===== config.mk =====
export PLATFORM = sky130hd
export DESIGN_NAME = scan_chain_tx
export DESIGN_NICKNAME = d
export VERILOG_FILES = /design/src/rtl/scan_chain_tx.sv
export SDC_FILE = /design/constraint.sdc
export NUM_CORES = 1
export LEC_CHECK = 0
export CELL_PAD_IN_SITES_DETAIL_PLACEMENT = 1
export CELL_PAD_IN_SITES_GLOBAL_PLACEMENT = 1
export CORE_AREA = 2 2 52 78
export CTS_CLUSTER_SIZE = 10
export DETAILED_ROUTE_END_ITERATION = 10
export DIE_AREA = 0 0 54 80
export HOLD_SLACK_MARGIN = 0.06
export PLACE_DENSITY_LB_ADDON = 0.1
export SYNTH_ARGS = -nofsm -noshare
export SYNTH_HDL_FRONTEND = slang
export SYNTH_SLANG_ARGS = --single-unit

===== constraint.sdc =====
create_clock -name pl_clk1 -period 3.3 [get_ports pl_clk1]
set_input_delay 0.99 -clock pl_clk1 [delete_from_list [all_inputs] [get_ports pl_clk1]]
set_output_delay 0.99 -clock pl_clk1 [all_outputs]
set_load 0.02 [all_outputs]

===== src/rtl/scan_chain_tx.sv =====
// scan_chain_tx: serial scan-chain transmitter.
// Shifts a WIDTH-bit word out MSB first on scan_in_o. Each bit gets DIV cycles
// with scan_clk_o low, then DIV cycles with it high. A DIV-cycle scan_load_o
// strobe follows the last bit.
// Optional macro SCAN_CHAIN_TX_IOB_REG_EN adds one output register stage on
// scan_in_o, scan_clk_o and scan_load_o so they can be packed into I/O cells.
module scan_chain_tx #(
    parameter int WIDTH = 16,
    parameter int DIV   = 2
) (
    input  logic             pl_clk1,
    input  logic             reset,
    input  logic             start_i,
    input  logic [WIDTH-1:0] data_i,
    input  logic             abort_i,
    output logic             busy_o,
    output logic             done_o,
    output logic             scan_in_o,
    output logic             scan_clk_o,
    output logic             scan_load_o
);

    localparam int BW = $clog2(WIDTH + 1);
    localparam int PW = $clog2(DIV + 1);

    typedef enum logic [1:0] {
        IDLE     = 2'd0,
        SHIFT_LO = 2'd1,
        SHIFT_HI = 2'd2,
        LOAD     = 2'd3
    } state_t;

    state_t           state_q, state_d;
    logic [WIDTH-1:0] shreg_q, shreg_d;
    logic [BW-1:0]    bit_cnt_q, bit_cnt_d;
    logic [PW-1:0]    phase_q, phase_d;
    logic             done_q, done_d;

    logic             phase_last;
    logic             bit_last;
    logic             scan_in_d, scan_clk_d, scan_load_d;

    assign phase_last = (phase_q == PW'(DIV - 1));
    assign bit_last   = (bit_cnt_q == BW'(WIDTH - 1));

    // State, shift register, counters and done pulse; reset wins over everything.
    always_ff @(posedge pl_clk1) begin
        if (reset) begin
            state_q   <= IDLE;
            shreg_q   <= '0;
            bit_cnt_q <= '0;
            phase_q   <= '0;
            done_q    <= 1'b0;
        end else begin
            state_q   <= state_d;
            shreg_q   <= shreg_d;
            bit_cnt_q <= bit_cnt_d;
            phase_q   <= phase_d;
            done_q    <= done_d;
        end
    end

    // Next-state logic: phase counter paces each half period, bit counter ends the word, abort forces IDLE.
    always_comb begin
        state_d   = state_q;
        shreg_d   = shreg_q;
        bit_cnt_d = bit_cnt_q;
        phase_d   = phase_q;
        done_d    = 1'b0;

        case (state_q)
            IDLE: begin
                phase_d   = '0;
                bit_cnt_d = '0;
                if (start_i && !abort_i) begin
                    shreg_d = data_i;
                    state_d = SHIFT_LO;
                end
            end
            SHIFT_LO: begin
                if (phase_last) begin
                    phase_d = '0;
                    state_d = SHIFT_HI;
                end else begin
                    phase_d = phase_q + PW'(1);
                end
            end
            SHIFT_HI: begin
                if (phase_last) begin
                    phase_d   = '0;
                    bit_cnt_d = bit_cnt_q + BW'(1);
                    shreg_d   = {shreg_q[WIDTH-2:0], 1'b0};
                    state_d   = bit_last ? LOAD : SHIFT_LO;
                end else begin
                    phase_d = phase_q + PW'(1);
                end
            end
            LOAD: begin
                if (phase_last) begin
                    phase_d   = '0;
                    bit_cnt_d = '0;
                    done_d    = 1'b1;
                    state_d   = IDLE;
                end else begin
                    phase_d = phase_q + PW'(1);
                end
            end
            default: begin
                state_d = IDLE;
            end
        endcase

        if (abort_i && (state_q != IDLE)) begin
            state_d   = IDLE;
            phase_d   = '0;
            bit_cnt_d = '0;
            done_d    = 1'b0;
        end
    end

    // Pin values decoded from the current state; data is only driven while shifting.
    always_comb begin
        scan_clk_d  = (state_q == SHIFT_HI);
        scan_load_d = (state_q == LOAD);
        scan_in_d   = ((state_q == SHIFT_LO) || (state_q == SHIFT_HI)) && shreg_q[WIDTH-1];
    end

    assign busy_o = (state_q != IDLE);
    assign done_o = done_q;

`ifdef SCAN_CHAIN_TX_IOB_REG_EN
    logic scan_in_q, scan_clk_q, scan_load_q;

    // Extra pin register stage so the pins can sit in I/O flops; adds one cycle to pin activity.
    always_ff @(posedge pl_clk1) begin
        if (reset) begin
            scan_in_q   <= 1'b0;
            scan_clk_q  <= 1'b0;
            scan_load_q <= 1'b0;
        end else begin
            scan_in_q   <= scan_in_d;
            scan_clk_q  <= scan_clk_d;
            scan_load_q <= scan_load_d;
        end
    end

    assign scan_in_o   = scan_in_q;
    assign scan_clk_o  = scan_clk_q;
    assign scan_load_o = scan_load_q;
`else
    assign scan_in_o   = scan_in_d;
    assign scan_clk_o  = scan_clk_d;
    assign scan_load_o = scan_load_d;
`endif

endmodule


## Word level (Yosys, flattened, before mapping)

Cells that the tools add are included.

- Output and inout port bits: 5
- Input bits: 20
- Register bits after elaboration: 26
- Logic and storage cells: 47

- Muxes and demuxes: 15
- Equal/unequal tests: 9
- Reduce and logical (&&, ||, !) cells: 15
- Add/sub/neg operators: 2
- Bitwise operators: 1

Operator list:

| operator | number |
|---|---|
| $mux W16 | 2 |
| $pmux W16 S2 | 1 |
| $pmux W5 S3 | 1 |
| $mux W2 | 6 |
| $mux W5 | 2 |
| $pmux W2 S4 | 1 |
| $reduce_and A3 Y1 | 2 |
| $reduce_or A3 Y1 | 2 |
| $add A5 B1 Y5 const B | 1 |
| $eq A5 B4 Y1 const B | 1 |
| $eq A2 B1 Y1 const B | 2 |
| $eq A2 B2 Y1 const B | 2 |
| $ne A2 B1 Y1 const B | 2 |
| $ne A2 B2 Y1 const B | 2 |
| $pmux W2 S2 | 1 |
| $reduce_and A4 Y1 | 1 |
| $reduce_bool A2 Y1 | 2 |
| $logic_and A1 B1 Y1 | 3 |
| $reduce_bool A3 Y1 | 1 |
| $add A2 B1 Y2 const B | 1 |
| $logic_not A2 Y1 | 1 |
| $reduce_or A2 Y1 | 1 |
| $logic_not A1 Y1 | 1 |
| $logic_or A1 B1 Y1 | 1 |
| other kinds (2) | 2 |

## Longest topological paths before layout

Gate-level depths: netlist of run 1.

- Word-level depth: 4
- Depth in mapped cells: 7
- Gate-level depth less buffers: 6

## Worst setup path after synthesis of run 1

No wires, ideal clock.

- Kind: in2reg
- From: in start_i
- To: reg shreg_q[13]
- Library setup time: 0.121 ns
- Stages: 4
- Required time: 3.179 ns
- Arrival time: 1.835 ns
- Slack: 1.344 ns
- Path buffers: 1
- Cells stage by stage: nor2b_1 > o211ai_4 > buf_12 > mux2_4

- Word-level cells in the longest chain between the ends: 3

Ends and longest elaborated chain:

| item | line | text |
|---|---|---|
| from (decl) | 13 | `input logic start_i,` |
| $logic_and A1 B1 Y1 | 75 | `if (start_i && !abort_i) begin` |
| $ne A2 B2 Y1 (no line) | - |  |
| $reduce_and A3 Y1 (no line) | - |  |
| to (signal assigned) | 56 | `shreg_q <= shreg_d;` |
| to (decl) | 34 | `logic [WIDTH-1:0] shreg_q, shreg_d;` |

No other way between the ends.
A chain may end at the register's enable or synchronous reset.

## Worst setup path after layout of run 1

- From: reg state_q[1]
- To: out busy_o

- Word-level cells in the longest chain between the ends: 1

Ends and longest elaborated chain:

| item | line | text |
|---|---|---|
| from (decl) | 33 | `state_t state_q, state_d;` |
| from (signal assigned) | 55 | `state_q <= state_d;` |
| $reduce_bool A2 Y1 | 128 | `assign busy_o = (state_q != IDLE);` |
| to (decl) | 16 | `output logic busy_o,` |

No other way between the ends.

==> out/qor.yml, run 1 <==
outcome: "finished, final reports clean"
worst_pin_slew_ps: 657.3
clock_latency_ps: 260
synth-edff-count: 0
stdcell_count: 222
cts_made_buffers: 3
grt_pass1_vias: 1242
die_area_um2: 4320
p_leak_nw: 0.7220
fp.dieW_um: 54
cp-end-kind: "output pin"
cts_tree: "yes"
final_cell_mix: "dfxtp_1 (26), clkdlybuf4s50_1 (24), nor2b_1 (21)"
power_density_nw_per_um2: 588.8
avgRoutedWirePerCell_um: 15.44
num_vias: 1190
peakVddDrop_v: 0.0002746
fin_tns_setup_ps: 0
slew_headroom: 0.5597
drtIter0Drc: 3
drtAntennaViolNets: 0
worstReg2RegStart: "state_q[0]"
reg2reg_slack_ps: 1190
critPathRequiredTime_ps: 2310
fin_nets: 208
synthCells: 158
startpoint: "state_q[1]"
routed_wl_mm: 3.427
cts_root_buffer: "clkbuf_8"
power_mw: 1.083
firstDrtPassIters: 4
drive_gt1_frac: 0.1397
grt.total_usage: 0.1772
synthFlopType: "dfxtp_1"
setup_viol: 0
multi_input_area_um2: 942.2
fin_skew_ps: 2.976
ys_seq_area_frac: 0.3368
fin_crit_sh: 0.8682
arrival_ps: 1880
grt_max_degree: 29
gr-total-overflow: 0
crit_fanout: 7
ios: 25
cp-start-kind: "flop"
fin_crit_ps: 2865
hp-class: "reg2reg"
hpwl_mm: 2.589
drc: 0
postCtsSetupBuffers: 0
n_antenna_cell: 0
synthToLayoutAreaGrowth_pct: 19.03
rows: 27
cts_resized: 0
portBuffers: 24
fill_cells: 425
async_reset_ff_frac: 0
final_common_cell: "dfxtp_1"
hp-start: "phase_q[0]"
timing_hold_violations_final: 0
path_class: "reg2out"
gp_congestion: 0.7073
core_region_area_um2: 3649
avgSynthCellArea_um2: 9.780
syn-cell-area_um2: 1545
grt_setup_unrepaired: "false"
dp.cells: 219
grt_first_pass_wirelength_mm: 5.740
clockBufferDepth: 2
synth.distinct_cells: 38
syn_nets: 185
clkTransAtPathRegs_ps: 90
viasPerCell: 5.360
regArea_um2: 520.5
htree_levels: 1
cts.sinks: 26
holdBufCountCts: 0
yosys_warnings: 0
drv_cap: 0
yosys_register_bits: 26
final_max_slew_viol_count: 0
antenna_found_initial: 0
die_h_um: 80
fmax_mhz: 349.0
initial_core_util: 0.4235
## cell usage after synthesis (2+ instances only)
master	instances	share of area
nand2b_1	7	0.028
mux2i_1	16	0.10
nor2b_1	21	0.085
clkbuf_1	4	0.0097
buf_2	2	0.0065
nor2_1	18	0.044
nand3_1	2	0.0065
and2_1	2	0.0081
nand4_1	3	0.012
nand4b_1	2	0.011
mux2_4	10	0.097
mux2_2	5	0.036
dfxtp_1	26	0.34
a21oi_1	4	0.013
inv_1	4	0.0097
ha_1	7	0.057
o21ai_0	4	0.013
## final cells by class
class,instances,share of cell area
sequential,26,0.2830
inverter,5,0.01020
timing repair buffer,27,0.1429
tap,43,0.02925
multi-input combinational,118,0.5122
clock buffer,3,0.02245
## per-layer routing
metal  routed length [µm]  GRT usage  vias up
li1                     -          -      587
met1                 1329     0.1858      585
met2                 1988     0.3537       16
met3                   87    0.01873        2
met4                   23    0.03750        0
met5                    0          0        -
## power by group
group,switching [mW],internal [mW],total (mW),leakage [nW]
combinational,0.223,0.252,0.475,0.488
sequential,0.0444,0.385,0.429,0.212
clock,0.0967,0.0817,0.178,0.0216
## registers in the layout (all words and copies together), names as in the netlist
signal and count:
bit_cnt_q 5, phase_q 2, done_o 1, state_q 2, shreg_q 16
## path summary, 6_finish.rpt
| path | endpoint | cells after the start |
|---|---|---|
| min | phase_q[0] | 1 |
| max reg2reg | shreg_q[15] | 6 |
| max | busy_o | 4 |
| min reg2reg | phase_q[0] | 1 |
## cell families after synthesis
family	share of synthesized area
compound gates	0.08341
fa+ha+maj	0.05668
buf+inv	0.05344
flops	0.3368
mux	0.2372
simple gates	0.2324
## per-stage QoR
| stage | utilization | hold WS (ps) | setup slack (ps) | area (µm²) |
|---|---|---|---|---|
| 3_5_place_dp | 0.4928 | 429.1 | 572.2 | 1798 |
| 3_3_place_gp | 0.4928 | 406.2 | 635.4 | 1798 |
| 6_report | 0.5041 | 432.8 | 434.9 | 1839 |
| 4_1_cts | 0.5041 | 442.7 | 424.0 | 1839 |
| 5_1_grt | 0.5041 | 465.3 | 327.7 | 1839 |
| 2_1_floorplan | - | 397.4 | 1344 | 1545 |
## worst max-delay path, stage by stage, from the launching register on
cell and delay, ps:
dfxtp_1 470, inv_1 120, ha_1 280, inv_2 120
clkdlybuf4s50_1 610
Power figures use the tool's default switching activity.
==> run 2: changes to the inputs <==
--- a/config.mk
+++ b/config.mk
@@ -5,6 +5,7 @@
 export SDC_FILE = /design/constraint.sdc
 export NUM_CORES = 1
 export LEC_CHECK = 0
+export CAP_MARGIN = 20
 export CELL_PAD_IN_SITES_DETAIL_PLACEMENT = 1
 export CELL_PAD_IN_SITES_GLOBAL_PLACEMENT = 1
 export CORE_AREA = 2 2 52 78
==> results of run 2 <==
Same layout as run 1: the final DEF is identical, and so are final timing and power.
==> run 3: changes to the inputs <==
--- a/config.mk
+++ b/config.mk
@@ -12,6 +12,7 @@
 export CTS_CLUSTER_SIZE = 10
 export DETAILED_ROUTE_END_ITERATION = 10
 export DIE_AREA = 0 0 54 80
+export GPL_TIMING_DRIVEN = 0
 export HOLD_SLACK_MARGIN = 0.06
 export PLACE_DENSITY_LB_ADDON = 0.1
 export SYNTH_ARGS = -nofsm -noshare
==> run 3 against run 2 <==
Net effect: worst hold slack about the same; global-route usage grew 0.59 points; clock-buffer cell count is 1 higher; cell count is 2.7% higher.
==> out/qor.yml, run 3 (synthesized netlist as in run 1, its figures left out) <==
outcome: "finished, final reports clean"  # unchanged
routed_wl_mm: 3.507  # was 3.427 mm
htree_levels: 1  # unchanged
worstReg2RegStart: "state_q[0]"  # unchanged
arrival_ps: 1880  # about the same
ios: 25  # unchanged
dp.cells: 224  # was 219
busiest_layer: "met2"  # unchanged
gp_congestion: 0.6489  # was 0.7073
whs_ps: 432.6  # was 432.8 ps
use_met2: 0.3402  # was 0.3537
postCtsSetupBuffers: 0  # unchanged
fin_area_um2: 1884  # was 1839 µm²
clock_latency_ps: 270  # was 260 ps
fmax_mhz: 348.2  # was 349.0 MHz
largest_reg_flops: 16  # unchanged
firstDrtPassIters: 3  # was 4
antenna_found_initial: 0  # unchanged
grt_first_pass_wirelength_mm: 5.871  # was 5.740 mm
utilization: 0.5165  # was 0.5041
grt_pass1_vias: 1318  # was 1242
rows: 27  # unchanged
final_common_cell: "dfxtp_1"  # unchanged
stdcell_count: 228  # was 222
gr-total-overflow: 0  # unchanged
fin_crit_ps: 2872  # was 2865 ps
num_vias: 1208  # was 1190
slew_headroom: 0.7104  # was 0.5597
cts.sinks: 26  # unchanged
crit_fanout: 7  # unchanged
min_to: "phase_q[0]"  # unchanged
critPathRequiredTime_ps: 2310  # about the same
reg.largest.list: "shreg_q: 16 flops, bit_cnt_q: 5 flops"  # unchanged
use_met1: 0.1949  # was 0.1858
avgRoutedWirePerCell_um: 15.38  # was 15.44 µm
r2r_end: "shreg_q[4]"  # was shreg_q[15]
cts_root_buffer: "clkbuf_8"  # unchanged
hp-start: "phase_q[0]"  # unchanged
final_cell_mix: "dfxtp_1 (26), clkdlybuf4s50_1 (23), nor2b_1 (21)"  # was dfxtp_1 (26), clkdlybuf4s50_1 (24), nor2b_1 (21)
n_antenna_cell: 0  # unchanged
setup_viol: 0  # unchanged
reg2reg_slack_ps: 1380  # was 1190 ps
drtAntennaViolNets: 0  # unchanged
min_path_cells: 1  # unchanged
core_region_area_um2: 3649  # unchanged
use_met3: 0.02247  # was 0.01873
p_leak_nw: 0.7459  # was 0.7220 nW
fp.dieW_um: 54  # unchanged
fin_nets: 213  # was 208
cts_resized: 0  # unchanged
drive_gt1_frac: 0.1514  # was 0.1397
r2r_cells: 7  # was 6
hp-class: "reg2reg"  # unchanged
power_density_nw_per_um2: 613.5  # was 588.8 nW/µm²
largest_register: "shreg_q"  # unchanged
holdBufCountCts: 0  # unchanged
drc: 0  # unchanged
grt_setup_unrepaired: "false"  # unchanged
fin_skew_ps: 1.860  # was 2.976 ps
clockBufferDepth: 2  # unchanged
cts_tree: "yes"  # unchanged
dpl_cell_area_um2: 1829  # was 1798 µm²
drv_cap: 0  # unchanged
worst_pin_slew_ps: 423.4  # was 657.3 ps
die_area_um2: 4320  # unchanged
fin_crit_sh: 0.8704  # was 0.8682
timing_hold_violations_final: 0  # unchanged
path_class: "reg2out"  # unchanged
die_h_um: 80  # unchanged
cp-end-kind: "output pin"  # unchanged
synthToLayoutAreaGrowth_pct: 21.94  # was 19.03%
fin_tns_setup_ps: 0  # unchanged
cts_made_buffers: 3  # unchanged
hpwl_mm: 2.668  # was 2.589 mm
viasPerCell: 5.298  # was 5.360
portBuffers: 23  # was 24
grt_max_degree: 15  # was 29
cp-start-kind: "flop"  # unchanged
peakVddDrop_v: 0.0002929  # was 0.0002746 V
clkTransAtPathRegs_ps: 90  # about the same
grt.total_usage: 0.1831  # was 0.1772
drtIter0Drc: 11  # was 3
initial_core_util: 0.4235  # unchanged
final_max_slew_viol_count: 0  # unchanged
==> run 3: per-layer routing <==
metal  vias up  routed length [µm]
li1        597                   -
met1       587                1459
met2        19                1907
met3         5                  82
met4         0                  57
met5         -                   0
==> run 3: critical path: stages, from the launching register on <==
cell and delay (ps):
dfxtp_1 440, inv_1 120, ha_1 300, and2_1 140, clkdlybuf4s50_1 600
==> run 3: worst max path at each step <==
stage	start	end	slack, ps	cells after the start
2_1_floorplan	start_i	shreg_q[13]	1340	4
3_3_place_gp	state_q[1]	scan_in_o	750	4
3_5_place_dp	state_q[1]	scan_in_o	720	4
4_1_cts	state_q[1]	scan_in_o	410	4
5_1_grt	state_q[1]	scan_in_o	340	4
6_report	state_q[1]	scan_in_o	430	4
==> run 3: final cells by class <==
cell class / instances / area [µm²]
multi-input combinational: 118 / 942.2
buffer: 9 / 63.81
fill: 433 / 1764
clock buffer: 4 / 55.05
inverter: 5 / 18.77
sequential: 26 / 520.5
timing repair buffer: 23 / 230.2
tap: 43 / 53.80
==> run 3: power breakdown <==
part	switching (mW)	total (mW)	internal [mW]
Clock	0.106	0.213	0.107
Combinational	0.238	0.519	0.281
Sequential	0.0396	0.424	0.384
Total	0.384	1.16	0.772
==> run 3: metrics by stage <==
| step | power, mW | setup slack, ps |
|---|---|---|
| 2_1_floorplan | 0.8240 | 1344 |
| 3_3_place_gp | 0.9301 | 750.9 |
| 3_5_place_dp | 0.9506 | 721.8 |
| 4_1_cts | 1.166 | 413.3 |
| 5_1_grt | 1.232 | 343.0 |
| 6_report | 1.156 | 427.8 |
